$ cat config.mk
export PLATFORM = sky130hd
export DESIGN_NAME = muldiv_sequencer_flat
export DESIGN_NICKNAME = d
export VERILOG_FILES = /design/src/rtl/muldiv_pkg.sv /design/src/rtl/muldiv_if.sv /design/src/rtl/muldiv_step.sv /design/src/rtl/muldiv_sequencer.sv /design/src/flat_wrapper.sv
export SDC_FILE = /design/constraint.sdc
export NUM_CORES = 1
export LEC_CHECK = 0
export CAP_MARGIN = 20
export CORE_UTILIZATION = 58
export CTS_CLUSTER_SIZE = 25
export DETAILED_ROUTE_END_ITERATION = 8
export HOLD_SLACK_MARGIN = 0.12
export PLACE_DENSITY = 0.82
export REMOVE_ABC_BUFFERS = 1
export SLEW_MARGIN = 30
export SYNTH_ARGS = -nofsm -noshare
export SYNTH_HDL_FRONTEND = slang
export SYNTH_SLANG_ARGS = --single-unit
$ cat constraint.sdc
create_clock -name clock -period 4.3 [get_ports clock]
set_input_delay 1.29 -clock clock [delete_from_list [all_inputs] [get_ports clock]]
set_output_delay 1.29 -clock clock [all_outputs]
set_load 0.05 [all_outputs]
$ cat src/rtl/muldiv_pkg.sv
// Shared types, state encodings and opcode decode for the iterative multiply/divide unit.
package muldiv_pkg;

  localparam logic [1:0] ST_IDLE   = 2'd0;
  localparam logic [1:0] ST_RUN    = 2'd1;
  localparam logic [1:0] ST_FINISH = 2'd2;

  typedef enum logic [1:0] {
    MULT  = 2'd0,
    MULTU = 2'd1,
    DIV   = 2'd2,
    DIVU  = 2'd3
  } muldiv_op_t;

  typedef enum logic [1:0] {
    IDLE   = ST_IDLE,
    RUN    = ST_RUN,
    FINISH = ST_FINISH
  } muldiv_state_t;

  function automatic logic op_is_div(input muldiv_op_t op);
    logic r;
    case (op)
      MULT, MULTU: r = 1'b0;
      DIV, DIVU:   r = 1'b1;
      default:     r = 1'b0;
    endcase
    return r;
  endfunction

  function automatic logic op_is_signed(input muldiv_op_t op);
    logic r;
    case (op)
      MULT, DIV:    r = 1'b1;
      MULTU, DIVU:  r = 1'b0;
      default:      r = 1'b0;
    endcase
    return r;
  endfunction

endpackage

$ cat src/rtl/muldiv_if.sv
// Request/result bundle between the control unit (master) and the multiply/divide sequencer (slave).
interface muldiv_if
  import muldiv_pkg::*;
#(
  parameter int WIDTH = 32
) ();
  logic             start;
  muldiv_op_t       op;
  logic [WIDTH-1:0] a;
  logic [WIDTH-1:0] b;
  logic             abort;
  logic             busy;
  logic             done;
  logic             div_zero;
  logic [WIDTH-1:0] hi;
  logic [WIDTH-1:0] lo;
  logic [1:0]       state_out;

  modport master (
    output start, op, a, b, abort,
    input  busy, done, div_zero, hi, lo, state_out
  );

  modport slave (
    input  start, op, a, b, abort,
    output busy, done, div_zero, hi, lo, state_out
  );
endinterface

$ cat src/rtl/muldiv_step.sv
// One combinational iteration: shift-add multiply or restoring divide on a 2*WIDTH accumulator.
module muldiv_step
  import muldiv_pkg::*;
#(
  parameter int WIDTH = 32
) (
  input  logic [2*WIDTH-1:0] acc_i,
  input  logic [WIDTH-1:0]   operand_i,
  input  logic               is_div_i,
  output logic [2*WIDTH-1:0] acc_o
);
  logic [WIDTH:0] sum_s;
  logic [WIDTH:0] rem_sh_s;
  logic [WIDTH:0] diff_s;

  // Remainder is below the divisor, so diff_s[WIDTH] is exactly the trial borrow.
  always_comb begin
    sum_s    = {1'b0, acc_i[2*WIDTH-1:WIDTH]} + {1'b0, operand_i};
    rem_sh_s = acc_i[2*WIDTH-1:WIDTH-1];
    diff_s   = rem_sh_s - {1'b0, operand_i};
    if (is_div_i) begin
      if (!diff_s[WIDTH]) begin
        acc_o = {diff_s[WIDTH-1:0], acc_i[WIDTH-2:0], 1'b1};
      end else begin
        acc_o = {rem_sh_s[WIDTH-1:0], acc_i[WIDTH-2:0], 1'b0};
      end
    end else begin
      if (acc_i[0]) begin
        acc_o = {sum_s, acc_i[WIDTH-1:1]};
      end else begin
        acc_o = {1'b0, acc_i[2*WIDTH-1:1]};
      end
    end
  end
endmodule

$ cat src/rtl/muldiv_sequencer.sv
// Iterative MULT/MULTU/DIV/DIVU sequencer with HI/LO result registers, one iteration per clock.
// Define MULDIV_SIGNED_EN for signed MULT/DIV; otherwise they behave as MULTU/DIVU.
module muldiv_sequencer
  import muldiv_pkg::*;
#(
  parameter int WIDTH = 32
) (
  input logic     clock,
  input logic     reset,
  muldiv_if.slave bus
);
  localparam int CW = $clog2(WIDTH);
  localparam logic [CW-1:0]    CNT_LAST = CW'(WIDTH - 1);
  localparam logic [CW-1:0]    CNT_ONE  = CW'(1);
  localparam logic [WIDTH-1:0] ZERO_W   = '0;

  muldiv_state_t      state_q, state_d;
  logic [CW-1:0]      cnt_q, cnt_d;
  logic [2*WIDTH-1:0] acc_q, acc_d, step_s;
  logic [WIDTH-1:0]   opnd_q, opnd_d, hi_q, hi_d, lo_q, lo_d;
  logic               is_div_q, is_div_d, zero_q, zero_d;
  logic               done_q, done_d, div_zero_q, div_zero_d;
  logic [WIDTH-1:0]   a_mag_s, b_mag_s, res_hi_s, res_lo_s;
  logic               start_div_s;
`ifdef MULDIV_SIGNED_EN
  logic               neg_res_q, neg_res_d, neg_rem_q, neg_rem_d;
  logic               start_signed_s;
  logic [2*WIDTH-1:0] prod_neg_s;
`endif

  muldiv_step #(.WIDTH(WIDTH)) u_step (
    .acc_i     (acc_q),
    .operand_i (opnd_q),
    .is_div_i  (is_div_q),
    .acc_o     (step_s)
  );

  assign start_div_s = op_is_div(bus.op);

`ifdef MULDIV_SIGNED_EN
  assign start_signed_s = op_is_signed(bus.op);
  assign prod_neg_s     = {(2*WIDTH){1'b0}} - acc_q;

  // Signed ops iterate on magnitudes; the sign bits are kept for the FINISH fixup.
  always_comb begin
    if (start_signed_s && bus.a[WIDTH-1]) begin
      a_mag_s = ZERO_W - bus.a;
    end else begin
      a_mag_s = bus.a;
    end
    if (start_signed_s && bus.b[WIDTH-1]) begin
      b_mag_s = ZERO_W - bus.b;
    end else begin
      b_mag_s = bus.b;
    end
  end

  // Two's-complement result fixup applied just before HI/LO load.
  always_comb begin
    res_hi_s = acc_q[2*WIDTH-1:WIDTH];
    res_lo_s = acc_q[WIDTH-1:0];
    if (is_div_q) begin
      if (neg_rem_q) res_hi_s = ZERO_W - acc_q[2*WIDTH-1:WIDTH];
      else           res_hi_s = acc_q[2*WIDTH-1:WIDTH];
      if (neg_res_q) res_lo_s = ZERO_W - acc_q[WIDTH-1:0];
      else           res_lo_s = acc_q[WIDTH-1:0];
    end else if (neg_res_q) begin
      res_hi_s = prod_neg_s[2*WIDTH-1:WIDTH];
      res_lo_s = prod_neg_s[WIDTH-1:0];
    end else begin
      res_hi_s = acc_q[2*WIDTH-1:WIDTH];
      res_lo_s = acc_q[WIDTH-1:0];
    end
  end
`else
  assign a_mag_s  = bus.a;
  assign b_mag_s  = bus.b;
  assign res_hi_s = acc_q[2*WIDTH-1:WIDTH];
  assign res_lo_s = acc_q[WIDTH-1:0];
`endif

  // Next-state and datapath updates; abort always returns to IDLE without a done pulse.
  always_comb begin
    state_d    = state_q;
    cnt_d      = cnt_q;
    acc_d      = acc_q;
    opnd_d     = opnd_q;
    is_div_d   = is_div_q;
    zero_d     = zero_q;
    hi_d       = hi_q;
    lo_d       = lo_q;
    done_d     = 1'b0;
    div_zero_d = 1'b0;
`ifdef MULDIV_SIGNED_EN
    neg_res_d  = neg_res_q;
    neg_rem_d  = neg_rem_q;
`endif
    case (state_q)
      IDLE: begin
        if (bus.start && !bus.abort) begin
          cnt_d    = '0;
          is_div_d = start_div_s;
          zero_d   = start_div_s && (bus.b == ZERO_W);
          if (start_div_s) begin
            acc_d  = {ZERO_W, a_mag_s};
            opnd_d = b_mag_s;
          end else begin
            acc_d  = {ZERO_W, b_mag_s};
            opnd_d = a_mag_s;
          end
`ifdef MULDIV_SIGNED_EN
          neg_res_d = start_signed_s && (bus.a[WIDTH-1] ^ bus.b[WIDTH-1]);
          neg_rem_d = start_signed_s && start_div_s && bus.a[WIDTH-1];
`endif
          if (start_div_s && (bus.b == ZERO_W)) state_d = FINISH;
          else                                  state_d = RUN;
        end else begin
          state_d = IDLE;
        end
      end
      RUN: begin
        if (bus.abort) begin
          state_d = IDLE;
        end else begin
          acc_d = step_s;
          cnt_d = cnt_q + CNT_ONE;
          if (cnt_q == CNT_LAST) state_d = FINISH;
          else                   state_d = RUN;
        end
      end
      FINISH: begin
        state_d = IDLE;
        if (!bus.abort) begin
          done_d     = 1'b1;
          div_zero_d = zero_q;
          if (!zero_q) begin
            hi_d = res_hi_s;
            lo_d = res_lo_s;
          end else begin
            hi_d = hi_q;
            lo_d = lo_q;
          end
        end else begin
          done_d = 1'b0;
        end
      end
      default: state_d = IDLE;
    endcase
  end

  // State, datapath and result registers.
  always_ff @(posedge clock or negedge reset) begin
    if (!reset) begin
      state_q    <= IDLE;
      cnt_q      <= '0;
      acc_q      <= '0;
      opnd_q     <= '0;
      is_div_q   <= 1'b0;
      zero_q     <= 1'b0;
      hi_q       <= '0;
      lo_q       <= '0;
      done_q     <= 1'b0;
      div_zero_q <= 1'b0;
`ifdef MULDIV_SIGNED_EN
      neg_res_q  <= 1'b0;
      neg_rem_q  <= 1'b0;
`endif
    end else begin
      state_q    <= state_d;
      cnt_q      <= cnt_d;
      acc_q      <= acc_d;
      opnd_q     <= opnd_d;
      is_div_q   <= is_div_d;
      zero_q     <= zero_d;
      hi_q       <= hi_d;
      lo_q       <= lo_d;
      done_q     <= done_d;
      div_zero_q <= div_zero_d;
`ifdef MULDIV_SIGNED_EN
      neg_res_q  <= neg_res_d;
      neg_rem_q  <= neg_rem_d;
`endif
    end
  end

  assign bus.busy      = (state_q != IDLE);
  assign bus.done      = done_q;
  assign bus.div_zero  = div_zero_q;
  assign bus.hi        = hi_q;
  assign bus.lo        = lo_q;
  assign bus.state_out = state_q;
endmodule
$ cat src/flat_wrapper.sv
// flat-port wrapper written by rule: the top's interface ports become plain ports
module muldiv_sequencer_flat import muldiv_pkg::*;
#(
  parameter int WIDTH = 32
)
  (clock, reset, bus_start, bus_op, bus_a, bus_b, bus_abort, bus_busy, bus_done, bus_div_zero, bus_hi, bus_lo, bus_state_out);
  muldiv_if #(.WIDTH(WIDTH)) bus_i ();
  input logic clock;
  input logic reset;
  input wire logic [$bits(bus_i.start)-1:0] bus_start;
  input wire logic [$bits(bus_i.op)-1:0] bus_op;
  input wire logic [$bits(bus_i.a)-1:0] bus_a;
  input wire logic [$bits(bus_i.b)-1:0] bus_b;
  input wire logic [$bits(bus_i.abort)-1:0] bus_abort;
  output wire logic [$bits(bus_i.busy)-1:0] bus_busy;
  output wire logic [$bits(bus_i.done)-1:0] bus_done;
  output wire logic [$bits(bus_i.div_zero)-1:0] bus_div_zero;
  output wire logic [$bits(bus_i.hi)-1:0] bus_hi;
  output wire logic [$bits(bus_i.lo)-1:0] bus_lo;
  output wire logic [$bits(bus_i.state_out)-1:0] bus_state_out;
  assign bus_i.start = bus_start;
  assign bus_i.op = bus_op;
  assign bus_i.a = bus_a;
  assign bus_i.b = bus_b;
  assign bus_i.abort = bus_abort;
  assign bus_busy = bus_i.busy;
  assign bus_done = bus_i.done;
  assign bus_div_zero = bus_i.div_zero;
  assign bus_hi = bus_i.hi;
  assign bus_lo = bus_i.lo;
  assign bus_state_out = bus_i.state_out;
  muldiv_sequencer #(.WIDTH(WIDTH)) u_core (.clock(clock), .reset(reset), .bus(bus_i));
endmodule
==> results of run 1 <==
-- report_power, final --
part	internal (mW)	switching, mW
logic	1.68	2.25
registers	1.87	0.480
clock network	0.775	0.760
-- placed cells by master, fill, tap and decap left out, types with 8 or more instances in the layout --
master	instances
nand3_1	15
xor2_1	23
nand4_1	16
mux2_2	100
nor2_1	126
a21o_1	21
a211oi_1	19
a31oi_1	14
o221ai_1	8
a22oi_1	9
nor2b_1	11
o211ai_1	12
o21ai_0	85
mux2i_1	88
o21a_1	14
xnor2_1	30
ha_1	66
a21oi_1	145
nor4_1	9
clkdlybuf4s50_1	135
dfrtp_1	170
buf_4	16
nor3_1	13
clkbuf_16	17
inv_1	53
o21bai_1	11
nand2_1	116
-- kinds of logic (layout without fill, tap and decap cells) --
family,count (synthesis),after routing,share of synthesized area
AO/OA/AOI/OAI,389,389,0.198
XOR/XNOR,54,54,0.0396
adder cells (fa/ha/maj),68,68,0.0713
buffers and inverters,130,241,0.0443
flip-flops,171,171,0.352
multiplexers,189,189,0.167
AND/OR/NAND/NOR,343,343,0.127
-- registers in the layout (all words and copies together), names as in the netlist --
signal	flops
u_core.acc_q	64
u_core.bus.hi	32
u_core.bus.lo	32
u_core.opnd_q	32
u_core.cnt_q	5
u_core.bus.state_out	2
u_core.bus.div_zero	1
u_core.bus.done	1
u_core.is_div_q	1
u_core.zero_q	1
-- metal layers --
layer,global-route usage,vias up,routed length (um)
met5,0,-,0
met4,0.0786,0,539
met3,0.0525,40,2360
met2,0.504,425,15000
met1,0.451,5171,15000
li1,-,5099,-
-- critical path, stage by stage, from the launching register on --
cell and delay (ps):
dfrtp_1 470, ha_1 240, inv_1 70, fa_1 410, nor2b_1 150, o31a_1 180
o31a_1 220, a31oi_1 220, o32ai_1 620, a21oi_1 230, a211oi_1 410, mux2i_1 280
o211a_1 170
-- stage by stage --
step                      cell area (um^2)   util  setup TNS (ps)  cells  power (mW)
final                                14300  0.703               0   1725        7.82
after global routing                 14300  0.703               0   1725        8.37
after floorplan                      11800      -         -651930   1268        5.17
after CTS                            14300  0.703               0   1725        7.75
after detailed placement             13700  0.675               0   1694        6.18
after global placement               13700  0.675               0   1694        6.09
-- final timing paths --
check                      slack (ps)  cells past startpoint              start           endpoint
max                               570                     12   u_core.acc_q[32]   u_core.acc_q[59]
min                               500                      1  u_core.bus.hi[22]  u_core.bus.hi[22]
max reg2reg                       570                     12   u_core.acc_q[32]   u_core.acc_q[59]
min reg2reg                       500                      1  u_core.bus.hi[22]  u_core.bus.hi[22]
max in group asynchronous        2620                      2              reset  u_core.bus.hi[16]
min in group asynchronous         810                      1              reset    u_core.acc_q[6]
-- cell type report --
| cell class | count | area [um^2] |
|---|---|---|
| fill | 1559 | 6050 |
| clock buffer | 17 | 425 |
| timing repair buffer | 156 | 1560 |
| clock inverter | 14 | 146 |
| multi-input combinational | 1043 | 7360 |
| sequential | 171 | 4280 |
| tap | 270 | 338 |
| inverter | 54 | 203 |
==> impl_results.md, run 1 <==
* CTS tree: yes
* Critical Path RT at around 4700 ps
* First-pass GRT wire length at 54.1 mm
* Hold slack final at 504 ps
* Layout area overhead at 17.9%
* Synth cell count leaders: dfrtp_1, a21oi_1, nor2_1, nand2_1, mux2_2
* Total detailed-routing wirelength at 33.0 mm
* Post-Syn Area at 12100 um^2
* Worst-path clk slew at around 80 ps
* Nets at 1581
* Hold Crit Class: flip-flop to flip-flop
* Period minus WS final at 3730 ps
* Post-DP HPWL at 24.0 mm
* Asr flop ratio synth at 1.00
* Fmax at between 0.2 and 0.3 GHz
* PwrDens at approximately 550 nW/um^2
* FF+latch count, synth at 171
* Congestion Overflow GR at 0
* Pin count of the biggest net entering global routing at 71
* Antenna-violating nets left at 0
* Leakage at 6.57 nW
* Sequential element share of the synthesized area at 0.352
* Port Buffers at ~140
* Post-CTS setup buffer count at 0
* Initial Util at 0.596
* Synth Instances at between 1000 and 1500
* # DRC at 0
* Synth area leaders: dfrtp_1, mux2_2, mux2i_1
* Kind of critical path: flip-flop to flip-flop
* Largest area contributor in the netlist: dfrtp_1
* Share of post-route cells with drive strength above 1 at 0.115
* RSZ-0062 raised after global routing: no
* Clock H-tree levels at 4
* Die area at 21500 um^2
* Critical Path AT at between 4000 and 5000 ps
* Synth cell types at 68
* Root Driver: clkbuf_16
* Vias in the first global route at 10325
* Worst-Margin Slew at 957 ps
* RD Place Congestion at slightly above 0.9
* # setup viols final at 0
* Core Rows at 52
* Final Slew Violations at 0
* Sink Count at between 150 and 200
* Post-Place Setup Slack at 736 ps
* CTS Buffer Depth at 2
* Slew HR at 0.362
* Fin. Hold Viols at 0
* Starting DRT DRC Count at 930
* DIE HEIGHT at 147 um
* Number of flops mapped to enable cells by yosys at 0
* Skew-Pair Late Insertion Delay at ~440 ps
* Ant diodes at 0
* Clock Skew at 8.38 ps
* Vias per cell at ~6.2
* CP Max Fanout at 7
* Top cell type's share of synthesized area at 0.352
* CP endpoint kind: flip-flop
* Ys flop type: dfrtp_1
* Setup crit start kind: flip-flop
* Vias at around 11000
* Worst Setup Slack, final at 570 ps
* Avg Inst Size Synth at 9.03 um^2
* Status: complete, no violations
* Total CTS buffers at 17
* Period utilization at 0.868
* Hold buffer count at cts at 0
* Gr usage total at 0.317
* Core ar. at 20400 um^2
* # resized after CTS at 0
* Max-cap viol count at 0
* Most numerous cell in the Yosys netlist: dfrtp_1
* Post-detailed-route wirelength per cell at 19.1 um
* Synth warn at 0
* Drt pass-1 iters at 5
* VDD IR max at around 350 uV
* Initial antenna violation count at 0
* Die X at 147 um
* Ports at 139
Power figures use the tool's default switching activity.
==> inputs of run 2 (changes only) <==
Settings changed: PLACE_DENSITY 0.82 to 0.86, SLEW_MARGIN 30 to 20.
==> impl_results.md, run 2 (same netlist as run 1, synthesis figures left out) <==
* Status: complete, no violations
* Sink Count at ~170
* # resized after CTS at 0
* Vias per cell at 6.25
* Fin. Hold Viols at 0
* # DRC at 0
* Initial antenna violation count at 0
* PwrDens at 546 nW/um^2
* Critical Path RT at 4610 ps
* Fmax at 0.275 GHz
* Hold buffer count at cts at 0
* Total detailed-routing wirelength at 33.1 mm
* RD Place Congestion at 0.917
* VDD IR max at 362 uV
* Setup crit start kind: flip-flop
* Layout Cells excl Fill at 1726
* Register area at 4280 um^2
* Layout area overhead at 17.8%
* Final Slew Violations at 0
* Nets at 1582
* Total CTS buffers at 17
* CTS Buffer Depth at 2
* Crit path buf inv count at 2
* Port Buffers at 137
* Ant diodes at 0
* Worst-Margin Slew at ~890 ps
* Ports at 139
* Die area at between 20000 and 25000 um^2
* CP Max Fanout at 42
* # setup viols final at 0
* Post-DP HPWL at 24.6 mm
* Leakage at around 6.6 nW
* Share of post-route cells with drive strength above 1 at 0.115
* Most used cell, CP: o21ai_0
* Core Rows at between 50 and 60
* Antenna-violating nets left at 0
* Vias at 10780
* Slew HR at 0.393
* Kind of critical path: flip-flop to flip-flop
* Period utilization at 0.845
* First-pass GRT wire length at 54.6 mm
* Die X at 147 um
* RSZ-0062 raised after global routing: no
* Max-cap viol count at 0
* Max reg flops at 64
* Slowest Stage Delay on Critical Path at ~400 ps
* PnR Total Power at approximately 7.8 mW
* Vias in the first global route at 10472
* Reg with most FFs: u_core.acc_q
* Drt pass-1 iters at 7
* Congestion Overflow GR at 0
* Post-CTS setup buffer count at 0
* Period minus WS final at 3630 ps
* Clock H-tree levels at 4
* Worst-path clk slew at around 70 ps
* Pin count of the biggest net entering global routing at 84
* CTS tree: yes
* Starting DRT DRC Count at 885
* Root Driver: clkbuf_16
* Setup TNS at 0 ps
* Post-detailed-route wirelength per cell at 19.2 um
* Crit path max-delay family: compound AO/OA/AOI/OAI gates
* CP cell instances: inv_1 > ha_1 > fa_1 > nand2b_1 > a211oi_1 > o21ai_0 > a211oi_2 > nor3_2 > xnor2_4 > buf_12 > mux2_2 > a22oi_1 > o21ai_0
* Gr usage total at 0.319
* Initial Util at 0.596
* Hold Crit Class: flip-flop to flip-flop
* DIE HEIGHT at approximately 150 um
* Most frequent cells in the layout: dfrtp_1, a21oi_1, clkdlybuf4s50_1
* Fill cells at 1512
* Critical Path AT at 3940 ps
* CP endpoint kind: flip-flop
* Footprint of the multi-input gates at 7360 um^2
* Most common cell after layout, fill and taps aside: dfrtp_1
* Core ar. at 20400 um^2
* Skew-Pair Late Insertion Delay at 440 ps
* Clock Skew at 13.2 ps
* Placed Instances at roughly 1700
* Crit-path slowest cell: a211oi_1
[run 2: cell type report]
| type | instances | area share |
|---|---|---|
| well taps | 270 | 0.0236 |
| flip-flops and latches | 171 | 0.299 |
| multi-input cells | 1043 | 0.514 |
| repair buffers | 157 | 0.109 |
| clock buffers | 17 | 0.0297 |
| inverters | 54 | 0.0142 |
| clock inverters | 14 | 0.0101 |
[run 2: final timing paths]
kind	from	slack (ps)	cells after the start	end
worst max-delay path	u_core.acc_q[31]	670	13	u_core.acc_q[55]
worst min register to register	u_core.bus.hi[23]	510	1	u_core.bus.hi[23]
max in group asynchronous	reset	2570	2	u_core.acc_q[59]
min in group asynchronous	reset	880	1	u_core.bus.lo[4]
worst min-delay path	u_core.bus.hi[23]	510	1	u_core.bus.hi[23]
worst max register to register	u_core.acc_q[31]	670	13	u_core.acc_q[55]
[run 2: report_power, final]
group / leakage (nW) / switching (mW) / total (mW) / internal (mW)
sequential: 2.23 / 0.487 / 2.36 / 1.87
clock: 0.283 / 0.751 / 1.52 / 0.773
combinational: 4.07 / 2.24 / 3.92 / 1.68
[run 2: worst reg2reg max path, stage by stage (launching register included)]
cell      delay [ps]
dfrtp_1          370
inv_1            100
ha_1             240
fa_1             390
nand2b_1         200
a211oi_1         400
o21ai_0          330
a211oi_2         290
nor3_2           110
xnor2_4          160
buf_12           260
mux2_2           380
a22oi_1          170
o21ai_0          110
[run 2: metrics by stage]
step | hold WS, ps | area (um^2) | util | setup slack (ps)
floorplan | 472 | 11800 | - | -8630
global placement | 489 | 13700 | 0.674 | 783
detailed placement | 494 | 13700 | 0.674 | 717
CTS | 511 | 14300 | 0.702 | 641
global route | 517 | 14300 | 0.702 | 383
finish | 506 | 14300 | 0.702 | 667
[run 2: metal layers]
layer,wire length (um),vias up,global-route usage,part of all wire
li1,-,5109,-,-
met1,14600,5155,0.454,0.44
met3,2600,66,0.0509,0.079
met2,15100,450,0.494,0.46
met5,0,-,0,0
met4,752,0,0.106,0.023
==> inputs of run 3 (changes only) <==
Clock period 4.3 ns to 3.6 ns, I/O delays scaled along.
==> impl_results.md, run 3 (same netlist as run 1, synthesis figures left out) <==
* Vias in the first global route at 10807
* Post-Place Setup Slack at 6.91 ps
* Slew HR at 0.465
* Hold buffer count at cts at 0
* Worst Setup Slack, final at 156 ps
* Root Driver: clkbuf_16
* # setup viols final at 0
* Status: complete, no violations
* Max-cap viol count at 0
* Worst setup endpoint: u_core.acc_q[51]
* CTS tree: yes
* Finished Cell Area at 14500 um^2
* R2R Path End: u_core.acc_q[51]
* Antenna-violating nets left at 0
* Pin count of the biggest net entering global routing at 73
* Congestion Overflow GR at 0
* Sink Count at between 150 and 200
* Worst-Margin Slew at ~800 ps
* Max reg flops at 64
* Starting DRT DRC Count at approximately 940
* Vias at between 10000 and 15000
* Final Slew Violations at 0
* Leakage at 6.69 nW
* Post-DP HPWL at around 26 mm
* Worst-path clk slew at 70 ps
* CP Max Fanout at 7
* Setup TNS at 0 ps
* Layout Utilization at 0.711
* Port Buffers at 137
* Total detailed-routing wirelength at 34.7 mm
* Placed cell areas at 13900 um^2
* Share of post-route cells with drive strength above 1 at 0.129
* CTS Buffer Depth at 2
* RSZ-0062 raised after global routing: no
* PwrDens at 660 nW/um^2
* Ant diodes at 0
* Critical Path RT at approximately 3900 ps
* First-pass GRT wire length at 56.3 mm
* Fmax at slightly below 0.3 GHz
* R2r startpoint: u_core.acc_q[32]
* Skew-Pair Late Insertion Delay at 440 ps
* Setup crit start kind: flip-flop
* # DRC at 0
* Reg2reg setup slack at around 160 ps
* Core Rows at 52
* R2r worst-path depth at 13
* Period minus WS final at 3440 ps
* Crit-path slowest cell: o31ai_1
* Slowest Stage Delay on Critical Path at 530 ps
* Core ar. at 20400 um^2
* Clock H-tree levels at 4
* DIE HEIGHT at 147 um
* Crit path buf inv count at 2
* Die X at roughly 150 um
* Post-CTS setup buffer count at 0
* Reg with most FFs: u_core.acc_q
* Vias per cell at about 6.3
* Hold Crit Class: flip-flop to flip-flop
* Most frequent cells in the layout: dfrtp_1, a21oi_1, clkdlybuf4s50_1
* Post-detailed-route wirelength per cell at 19.9 um
* Fin. Hold Viols at 0
* Crit path max-delay family: compound AO/OA/AOI/OAI gates
* Most common cell after layout, fill and taps aside: dfrtp_1
* Ports at around 140
* Critical path depth in cells at 13
* HP Start: u_core.bus.hi[21]
* Period utilization at 0.957
* Initial Util at 0.596
* Layout area overhead at 19.3%
* Worst Setup SP: u_core.acc_q[32]
* CP endpoint kind: flip-flop
* Kind of critical path: flip-flop to flip-flop
* Nets at about 1600
* Total CTS buffers at 17
* Drt pass-1 iters at 6
* PnR Total Power at 9.56 mW
* Die area at approximately 22000 um^2
* VDD IR max at about 400 uV
* Critical Path AT at around 3800 ps
* RD Place Congestion at 0.909
* Gr usage total at 0.330
* CP cell instances: ha_1 > inv_1 > fa_1 > nor2b_1 > o31a_1 > o31a_1 > a31oi_1 > buf_4 > o31ai_1 > a31oi_1 > xor2_1 > o21ai_0 > o21bai_1
* Clock Skew at 13.1 ps
* Initial antenna violation count at 0
==> run 3: final cells by class <==
type                    count  area [um^2]
clock buffers              17          425
clock inverters            14          150
fillers                  1519         5880
inverters                  54          203
multi-input cells        1043         7370
flip-flops and latches    171         4280
well taps                 270          338
repair buffers            177         1720
==> run 3: how the worst min path moves through the flow <==
stage / endpoint / slack [ps] / cells after the start
floorplan: u_core.acc_q[31] / 470 / 2
global placement: u_core.bus.lo[30] / 490 / 1
detailed placement: u_core.bus.lo[1] / 490 / 1
CTS: u_core.bus.lo[1] / 510 / 1
global route: u_core.bus.hi[31] / 520 / 1
finish: u_core.bus.hi[21] / 510 / 1
==> run 3: timing repair <==
item / 4_1_cts / 5_1_grt
endpoints found under the setup margin: 1 / 6
resized for setup: 1 / 2
pin swaps: 0 / 0
==> run 3: per-layer routing <==
metal | up-vias | part of all wire | GRT usage | routed length [um]
li1 | 5128 | - | - | -
met1 | 5317 | 0.42 | 0.456 | 14600
met2 | 530 | 0.46 | 0.521 | 16000
met3 | 78 | 0.085 | 0.0513 | 2960
met4 | 0 | 0.031 | 0.130 | 1070
met5 | - | 0 | 0 | 0
==> run 3: stage by stage <==
stage / std cells / hold slack (ps)
final: 1746 / 507
after global routing: 1746 / 522
after CTS: 1746 / 512
after floorplan: 1268 / 472
after detailed placement: 1715 / 495
after global placement: 1715 / 488
==> run 3: where the power goes <==
part           internal (mW)  switching (mW)
Combinational           2.10            2.85
Clock                  0.924           0.903
Sequential              2.24           0.539
==> run 3: worst register-to-register path, cell delays in order, from the launching register on <==
cell      delay, ps
dfrtp_1         480
ha_1            260
inv_1            70
fa_1            400
nor2b_1         200
o31a_1          190
o31a_1          180
a31oi_1         160
buf_4           200
o31ai_1         540
a31oi_1         190
xor2_1          200
o21ai_0         100
o21bai_1        160
